===== src/rtl/ci_stim_pkg.sv =====
// Shared types and constants for the biphasic stimulation pulse sequencer.
package ci_stim_pkg;

  typedef enum logic [2:0] {
    ST_IDLE,
    ST_PH1,
    ST_GAP,
    ST_PH2,
    ST_DIS,
    ST_NEXT
  } stim_state_e;

  localparam logic [1:0] MODE_CF = 2'd0;
  localparam logic [1:0] MODE_AF = 2'd1;
  localparam logic [1:0] MODE_MC = 2'd2;
  localparam logic [1:0] MODE_MA = 2'd3;

  localparam int MAX_CH = 32;

  function automatic int ch_idx_w(input int n);
    return (n < 2) ? 1 : $clog2(n);
  endfunction

  typedef logic [ch_idx_w(MAX_CH)-1:0] ch_idx_t;

  function automatic logic ph1_is_anodic(input logic [1:0] mode);
    return (mode == MODE_AF) || (mode == MODE_MA);
  endfunction

  function automatic logic is_monophasic(input logic [1:0] mode);
    return (mode == MODE_MC) || (mode == MODE_MA);
  endfunction

endpackage


===== src/rtl/ci_stim_ch_pick.sv =====
// Finds the next set bit in a channel mask, above (or optionally at) a given index.
module ci_stim_ch_pick #(
  parameter int N_CH = 8,
  parameter int CH_W = 3
) (
  input  logic [N_CH-1:0] i_mask,
  input  logic [CH_W-1:0] i_cur,
  input  logic            i_incl,
  output logic [CH_W-1:0] o_idx,
  output logic            o_found
);

  // Descending scan so the lowest qualifying bit is the last one written.
  always_comb begin
    o_idx   = '0;
    o_found = 1'b0;
    for (int i = N_CH - 1; i >= 0; i--) begin
      if (i_mask[i] && ((i > int'(i_cur)) || (i_incl && (i == int'(i_cur))))) begin
        o_idx   = CH_W'(i);
        o_found = 1'b1;
      end
    end
  end

endmodule


===== src/rtl/ci_stim_pulse_seq.sv =====
// Multi-channel biphasic stimulation sequencer: scans enabled electrodes and drives
// phase/gap/phase/discharge switch patterns with compliance-error and abort handling.
module ci_stim_pulse_seq
  import ci_stim_pkg::*;
#(
  parameter int N_CH  = 8,
  parameter int DAC_W = 8,
  parameter int CNT_W = 16,
  parameter int BCG_W = 3,
  parameter int CH_W  = $clog2(N_CH)
) (
  input  logic             i_clk,
  input  logic             i_rst,
  input  logic             i_start,
  input  logic             i_abort,
  input  logic [N_CH-1:0]  i_ch_mask,
  input  logic [1:0]       i_mode,
  input  logic [CNT_W-1:0] i_ph_w,
  input  logic [CNT_W-1:0] i_gap_w,
  input  logic [CNT_W-1:0] i_dis_w,
  input  logic [DAC_W-1:0] i_amp1,
  input  logic [DAC_W-1:0] i_amp2,
  input  logic [BCG_W-1:0] i_bcg1,
  input  logic [BCG_W-1:0] i_bcg2,
  input  logic [N_CH-1:0]  i_comp_err,
  output logic [N_CH-1:0]  o_stim_an,
  output logic [N_CH-1:0]  o_stim_ca,
  output logic [DAC_W-1:0] o_dac0_val,
  output logic [DAC_W-1:0] o_dac1_val,
  output logic [BCG_W-1:0] o_bcg0_sel,
  output logic [BCG_W-1:0] o_bcg1_sel,
  output logic             o_comp_en_n,
  output logic             o_busy,
  output logic             o_done,
  output logic             o_err,
  output logic [CH_W-1:0]  o_err_ch
);

  stim_state_e      state_q, state_d;
  logic [CH_W-1:0]  ch_q, ch_d;
  logic [CNT_W-1:0] cnt_q, cnt_d;
  logic             stop_q, stop_d;

  logic [N_CH-1:0]  mask_q, mask_d;
  logic [1:0]       mode_q, mode_d;
  logic [CNT_W-1:0] ph_w_q, ph_w_d, gap_w_q, gap_w_d, dis_w_q, dis_w_d;
  logic [DAC_W-1:0] amp1_q, amp1_d, amp2_q, amp2_d;
  logic [BCG_W-1:0] bcg_ph1_q, bcg_ph1_d, bcg_ph2_q, bcg_ph2_d;

  logic [N_CH-1:0]  an_q, an_d, ca_q, ca_d;
  logic [DAC_W-1:0] dac0_q, dac0_d, dac1_q, dac1_d;
  logic [BCG_W-1:0] bcg0_sel_q, bcg0_sel_d, bcg1_sel_q, bcg1_sel_d;
  logic             comp_en_n_q, comp_en_n_d;
  logic             busy_q, busy_d, done_q, done_d, err_q, err_d;
  logic [CH_W-1:0]  err_ch_q, err_ch_d;

  logic             start_acc, err_hit;
  logic [CNT_W-1:0] ph_ld, gap_ld, dis_ld;
  logic [N_CH-1:0]  pick_mask;
  logic [CH_W-1:0]  pick_cur, pick_idx;
  logic             pick_found;

  assign start_acc = (state_q == ST_IDLE) && i_start;

  // Configuration is only captured on an accepted start; otherwise it holds.
  always_comb begin
    mask_d    = start_acc ? i_ch_mask : mask_q;
    mode_d    = start_acc ? i_mode    : mode_q;
    ph_w_d    = start_acc ? i_ph_w    : ph_w_q;
    gap_w_d   = start_acc ? i_gap_w   : gap_w_q;
    dis_w_d   = start_acc ? i_dis_w   : dis_w_q;
    amp1_d    = start_acc ? i_amp1    : amp1_q;
    amp2_d    = start_acc ? i_amp2    : amp2_q;
    bcg_ph1_d = start_acc ? i_bcg1    : bcg_ph1_q;
    bcg_ph2_d = start_acc ? i_bcg2    : bcg_ph2_q;
  end

  assign ph_ld  = (ph_w_d  == '0) ? '0 : ph_w_d  - CNT_W'(1);
  assign dis_ld = (dis_w_d == '0) ? '0 : dis_w_d - CNT_W'(1);
  assign gap_ld = gap_w_d - CNT_W'(1);

  assign err_hit = ((state_q == ST_PH1) || (state_q == ST_PH2)) && i_comp_err[ch_q];

  assign pick_mask = (state_q == ST_IDLE) ? i_ch_mask : mask_q;
  assign pick_cur  = (state_q == ST_IDLE) ? '0 : ch_q;

  ci_stim_ch_pick #(
    .N_CH(N_CH),
    .CH_W(CH_W)
  ) u_pick (
    .i_mask (pick_mask),
    .i_cur  (pick_cur),
    .i_incl (state_q == ST_IDLE),
    .o_idx  (pick_idx),
    .o_found(pick_found)
  );

  always_comb begin
    state_d  = state_q;
    ch_d     = ch_q;
    cnt_d    = cnt_q;
    stop_d   = stop_q;
    err_d    = err_q;
    err_ch_d = err_ch_q;
    done_d   = 1'b0;
    case (state_q)
      ST_IDLE: begin
        if (i_start) begin
          err_d    = 1'b0;
          err_ch_d = '0;
          stop_d   = 1'b0;
          if (pick_found) begin
            state_d = ST_PH1;
            ch_d    = pick_idx;
            cnt_d   = ph_ld;
          end else begin
            done_d = 1'b1;
          end
        end
      end
      ST_PH1, ST_PH2: begin
        if (err_hit || i_abort) begin
          state_d = ST_DIS;
          cnt_d   = dis_ld;
          stop_d  = 1'b1;
          if (err_hit) begin
            err_d    = 1'b1;
            err_ch_d = ch_q;
          end
        end else if (cnt_q == '0) begin
          if ((state_q == ST_PH2) || is_monophasic(mode_q)) begin
            state_d = ST_DIS;
            cnt_d   = dis_ld;
          end else if (gap_w_q != '0) begin
            state_d = ST_GAP;
            cnt_d   = gap_ld;
          end else begin
            state_d = ST_PH2;
            cnt_d   = ph_ld;
          end
        end else begin
          cnt_d = cnt_q - CNT_W'(1);
        end
      end
      ST_GAP: begin
        if (i_abort) begin
          state_d = ST_DIS;
          cnt_d   = dis_ld;
          stop_d  = 1'b1;
        end else if (cnt_q == '0) begin
          state_d = ST_PH2;
          cnt_d   = ph_ld;
        end else begin
          cnt_d = cnt_q - CNT_W'(1);
        end
      end
      ST_DIS: begin
        if (cnt_q == '0) begin
          if (stop_q || i_abort) begin
            state_d = ST_IDLE;
            done_d  = 1'b1;
          end else begin
            state_d = ST_NEXT;
          end
        end else begin
          cnt_d = cnt_q - CNT_W'(1);
          if (i_abort) stop_d = 1'b1;
        end
      end
      ST_NEXT: begin
        if (!stop_q && !i_abort && pick_found) begin
          state_d = ST_PH1;
          ch_d    = pick_idx;
          cnt_d   = ph_ld;
        end else begin
          state_d = ST_IDLE;
          done_d  = 1'b1;
        end
      end
      default: state_d = ST_IDLE;
    endcase
  end

  // Outputs are decoded from the next state so the registered copies line up with the state.
  always_comb begin
    an_d        = '0;
    ca_d        = '0;
    dac0_d      = '0;
    dac1_d      = '0;
    bcg0_sel_d  = '0;
    bcg1_sel_d  = '0;
    comp_en_n_d = 1'b1;
    busy_d      = (state_d != ST_IDLE);
    case (state_d)
      ST_PH1: begin
        if (ph1_is_anodic(mode_d)) an_d[ch_d] = 1'b1;
        else                       ca_d[ch_d] = 1'b1;
        dac0_d      = amp1_d;
        bcg0_sel_d  = bcg_ph1_d;
        comp_en_n_d = 1'b0;
      end
      ST_PH2: begin
        if (ph1_is_anodic(mode_d)) ca_d[ch_d] = 1'b1;
        else                       an_d[ch_d] = 1'b1;
        dac1_d      = amp2_d;
        bcg1_sel_d  = bcg_ph2_d;
        comp_en_n_d = 1'b0;
      end
      ST_DIS: begin
        an_d[ch_d] = 1'b1;
        ca_d[ch_d] = 1'b1;
      end
      default: ;
    endcase
  end

  always_ff @(posedge i_clk or posedge i_rst) begin
    if (i_rst) begin
      state_q     <= ST_IDLE;
      ch_q        <= '0;
      cnt_q       <= '0;
      stop_q      <= 1'b0;
      mask_q      <= '0;
      mode_q      <= '0;
      ph_w_q      <= '0;
      gap_w_q     <= '0;
      dis_w_q     <= '0;
      amp1_q      <= '0;
      amp2_q      <= '0;
      bcg_ph1_q   <= '0;
      bcg_ph2_q   <= '0;
      an_q        <= '0;
      ca_q        <= '0;
      dac0_q      <= '0;
      dac1_q      <= '0;
      bcg0_sel_q  <= '0;
      bcg1_sel_q  <= '0;
      comp_en_n_q <= 1'b1;
      busy_q      <= 1'b0;
      done_q      <= 1'b0;
      err_q       <= 1'b0;
      err_ch_q    <= '0;
    end else begin
      state_q     <= state_d;
      ch_q        <= ch_d;
      cnt_q       <= cnt_d;
      stop_q      <= stop_d;
      mask_q      <= mask_d;
      mode_q      <= mode_d;
      ph_w_q      <= ph_w_d;
      gap_w_q     <= gap_w_d;
      dis_w_q     <= dis_w_d;
      amp1_q      <= amp1_d;
      amp2_q      <= amp2_d;
      bcg_ph1_q   <= bcg_ph1_d;
      bcg_ph2_q   <= bcg_ph2_d;
      an_q        <= an_d;
      ca_q        <= ca_d;
      dac0_q      <= dac0_d;
      dac1_q      <= dac1_d;
      bcg0_sel_q  <= bcg0_sel_d;
      bcg1_sel_q  <= bcg1_sel_d;
      comp_en_n_q <= comp_en_n_d;
      busy_q      <= busy_d;
      done_q      <= done_d;
      err_q       <= err_d;
      err_ch_q    <= err_ch_d;
    end
  end

  assign o_stim_an   = an_q;
  assign o_stim_ca   = ca_q;
  assign o_dac0_val  = dac0_q;
  assign o_dac1_val  = dac1_q;
  assign o_bcg0_sel  = bcg0_sel_q;
  assign o_bcg1_sel  = bcg1_sel_q;
  assign o_comp_en_n = comp_en_n_q;
  assign o_busy      = busy_q;
  assign o_done      = done_q;
  assign o_err       = err_q;
  assign o_err_ch    = err_ch_q;

endmodule


===== config.mk =====
export PLATFORM = sky130hd
export DESIGN_NAME = ci_stim_pulse_seq
export DESIGN_NICKNAME = d
export VERILOG_FILES = /design/src/rtl/ci_stim_pkg.sv /design/src/rtl/ci_stim_ch_pick.sv /design/src/rtl/ci_stim_pulse_seq.sv
export SDC_FILE = /design/constraint.sdc
export NUM_CORES = 1
export LEC_CHECK = 0
export CAP_MARGIN = 30
export CORE_MARGIN = 3
export CORE_UTILIZATION = 25
export CTS_CLUSTER_DIAMETER = 150
export DETAILED_ROUTE_END_ITERATION = 10
export PLACE_DENSITY = 0.46
export RECOVER_POWER = 50
export SYNTH_ARGS = -nofsm -noshare
export SYNTH_HDL_FRONTEND = slang
export SYNTH_SLANG_ARGS = --single-unit

===== constraint.sdc =====
create_clock -name i_clk -period 6.5 [get_ports i_clk]
set_input_delay 1.625 -clock i_clk [delete_from_list [all_inputs] [get_ports i_clk]]
set_output_delay 1.625 -clock i_clk [all_outputs]
set_load 0.005 [all_outputs]

==> results by group <==
Final layout
  – Most common cell after layout, fill and taps aside: nand2_1
  – Fraction of layout instances using a drive strength above 1: 0.07737
  – N_diodes: 0
  – Filler cells: 3704
  – Cell area after layout: 11400 µm²
  – Nets: 1301
  – Area growth syn-to-layout: 27.19%
  – Most frequent cells in the layout: nand2_1, dfrtp_1, clkdlybuf4s50_1

Logic synthesis
  – Synthesized area per cell: 8.282 µm²
  – Synth unique cells: 82
  – Cell area after synthesis: 8961 µm²
  – Primary FF master, synth: dfrtp_1
  – Syn Inst Count: 1082
  – Syn_nets: 1181
  – Async SR Flop Fraction: 1.000
  – Number of synthesized register bits: 147
  – Post-synth EDFFs: 0
  – Register area share after synthesis: 0.4106
  – Synth warn: 0

Clocking
  – CTS sink cnt: 147
  – Post-CTS resize count: 0
  – Clk buf depth: 2
  – Clock slew at reported path FFs: 70 ps
  – Post-CTS setup buffer count: 0
  – CTS tree: done
  – Clock Latency Late Sink: 450 ps
  – CTS Buf Count: 17
  – CTS Root Buffer Type: clkbuf_16
  – H-tree depth: 4
  – Hold buffer count at CTS: 0

Flow run
  – Max Cap Viol: 1

Detailed routing
  – Top Metal Used: met4
  – Final wirelength: 32.28 mm
  – Vias/cell: 5.084
  – DRT antenna net count: 0
  – Detailed-route via count: 8490
  – Wire per inst: 19.33 µm
  – DRC: 0
  – Routed wl met3: 1.934 mm
  – Iter 0 DRT Violations: 591
  – DR pass1 iterations: 7
  – Routed met2 length: 14.52 mm
  – Met1 WL: 14.83 mm

Timing
  – Tcrit/Tclk final: 0.7735
  – Final hold vios: 0
  – # setup viols final: 0
  – Setup tns final: 0 ps
  – Final WS setup: 1472 ps
  – Tightest Pin Transition: 3273 ps
  – Final worst path period need: 5028 ps
  – Relative slew slack: -1.194
  – Layout Skew: 10.15 ps
  – Unrepaired setup endpoints after global routing: no
  – Final Slew Violations: 71
  – Upper clock frequency limit: 198.9 MHz

Critical path
  – Worst path required time: 6870 ps
  – Crit start category: primary input
  – Peak fanout along the critical path: 28
  – Crit path DAT: 5400 ps
  – Crit. End Element: register
  – Crit Path Category: in2reg

GRT
  – Tot GR Track Use: 0.1702
  – Global-route wire length before repair: 50.90 mm
  – Largest net degree at the start of global routing: 71
  – Grt total ovfl: 0
  – Initial antenna violation count: 0
  – Number of global-route vias before repair: 8537

Die
  – Die height: 195.3 µm
  – Cell row count: 68
  – Die width: 195.3 µm
  – Full die area: 38150 µm²
  – Core Area: 34970 µm²
  – Initial Util: 0.2563
  – I/O pins: 137

Power and ir drop
  – Combinational Power Share: 0.507
  – Sw Pwr: 0.002536 W
  – Flop pwr share: 0.298
  – Leakage: 4.843 nW
  – Total power draw: 0.005477 W
  – Sw frac: 0.4631
  – VDD IR-drop max: 0.2226 mV
  – Internal: 0.002940 W
  – Power density over the cells: 480.5 nW/µm²
  – Clock network power share: 0.194

Min path
  – Hold crit path type: reg2reg

Placement
  – Post-DP Area: 10790 µm²
  – Hpwl dp: 24.10 mm
  – Final RePlAce weighted congestion: 0.8995
  – Pre-CTS setup slack: 1154 ps
  – Number of port buffers: 136

Run status
  – Status: complete, but fails checks
  – Violated checks: capacitance limit, slew limit
-- worst paths after layout --
kind                       startpoint       endpoint  slack (ps)  depth (start not counted)
setup / recovery              i_start       cnt_q[4]        1470                         14
max in group asynchronous       i_rst      ph_w_q[7]        1580                          3
hold / removal              amp2_q[0]      amp2_q[0]         470                          2
setup reg to reg             cnt_q[0]  o_dac0_val[6]        2330                          9
hold reg to reg             amp2_q[0]      amp2_q[0]         470                          2
min in group asynchronous       i_rst      amp1_q[4]        2590                          2
-- registers in the layout (all words and copies together), names as in the netlist, 3 cells and up, named ones only --
name,cells
dis_w_q,16
mask_q,7
o_bcg1_sel,3
o_bcg0_sel,3
amp1_q,8
o_err_ch,3
o_dac1_val,8
o_stim_ca,8
state_q,3
ph_w_q,16
bcg_ph1_q,3
bcg_ph2_q,3
ch_q,3
cnt_q,16
amp2_q,8
o_dac0_val,8
o_stim_an,8
gap_w_q,16
-- worst max-delay path, cell delays in order --
cell           delay [ps]
dlygate4sd3_1         650
nor4b_1               350
buf_4                 210
buf_4                 330
mux2i_1               420
ha_1                  360
nor3b_1               270
xnor2_1                90
mux2i_1               290
a22o_1                180
o211ai_1               90
a31oi_1               200
o21ai_0               120
a21oi_1               190
-- synthesized netlist by cell type (all sizes together), types with 4 or more instances --
cell type / instances / share of area
nand2: 236 / 0.099
dfrtp: 146 / 0.41
nor2: 82 / 0.035
a21oi: 81 / 0.046
o21ai: 55 / 0.031
nor3: 46 / 0.026
inv: 33 / 0.014
xnor2: 33 / 0.032
clkbuf: 29 / 0.012
nand3: 29 / 0.017
buf: 25 / 0.017
mux2i: 23 / 0.026
nor4: 21 / 0.016
or3: 18 / 0.014
xor2: 15 / 0.015
o22ai: 14 / 0.0098
or4: 14 / 0.014
a211oi: 13 / 0.011
nand2b: 12 / 0.0084
mux2: 11 / 0.014
a31oi: 9 / 0.0063
nand4: 9 / 0.0063
o211ai: 9 / 0.0075
o31ai: 9 / 0.0075
a21o: 7 / 0.0059
and2: 7 / 0.0049
ha: 7 / 0.0098
a221oi: 6 / 0.0066
and3: 6 / 0.0042
nor2b: 5 / 0.0035
o21a: 5 / 0.0042
a211o: 4 / 0.0039
and4: 4 / 0.0039
or2: 4 / 0.0028
-- through the flow --
step,hold WS (ps),utilization,instances
floorplan,436.4,-,1082
global placement,453.1,0.3084,1636
detailed placement,455.8,0.3086,1637
CTS,473.6,0.3262,1669
global route,502.9,0.3259,1670
finish,470.4,0.3259,1670
-- cells by family (layout without fill, tap and decap cells) --
| logic type | count (synthesis) | after routing | share of synthesized area |
|---|---|---|---|
| adder cells (fa/ha/maj) | 7 | 7 | 0.009773 |
| AO/OA/AOI/OAI | 251 | 251 | 0.1794 |
| flip-flops | 147 | 147 | 0.4106 |
| AND/OR/NAND/NOR | 507 | 507 | 0.2681 |
| XOR/XNOR | 48 | 48 | 0.04692 |
| buffers and inverters | 87 | 220 | 0.04314 |
| multiplexers | 35 | 35 | 0.04203 |
-- area by class of cell --
type	instances	area, µm²	share of cell area
flip-flops and latches	147	3680	0.3229
inverters	33	125.1	0.01098
clock buffers	18	439.2	0.03853
well taps	455	569.3	0.04995
repair buffers	155	1495	0.1312
multi-input cells	848	4911	0.4309
clock inverters	14	177.7	0.01559
-- layer usage --
metal,vias to the layer above,global-route usage
li1,4097,-
met1,4069,0.2380
met2,282,0.2591
met3,42,0.03364
met4,0,0.06654
met5,-,0
-- power groups by stage --
stage	Combinational, W	Clock [W]	Sequential (W)
floorplan	0.00192	0	0.00151
global placement	0.00278	0	0.00165
detailed placement	0.00277	0	0.00165
CTS	0.00278	0.00109	0.00163
global route	0.00310	0.00113	0.00169
finish	0.00278	0.00106	0.00163
Note: power is estimated with default switching activity, not from simulation.
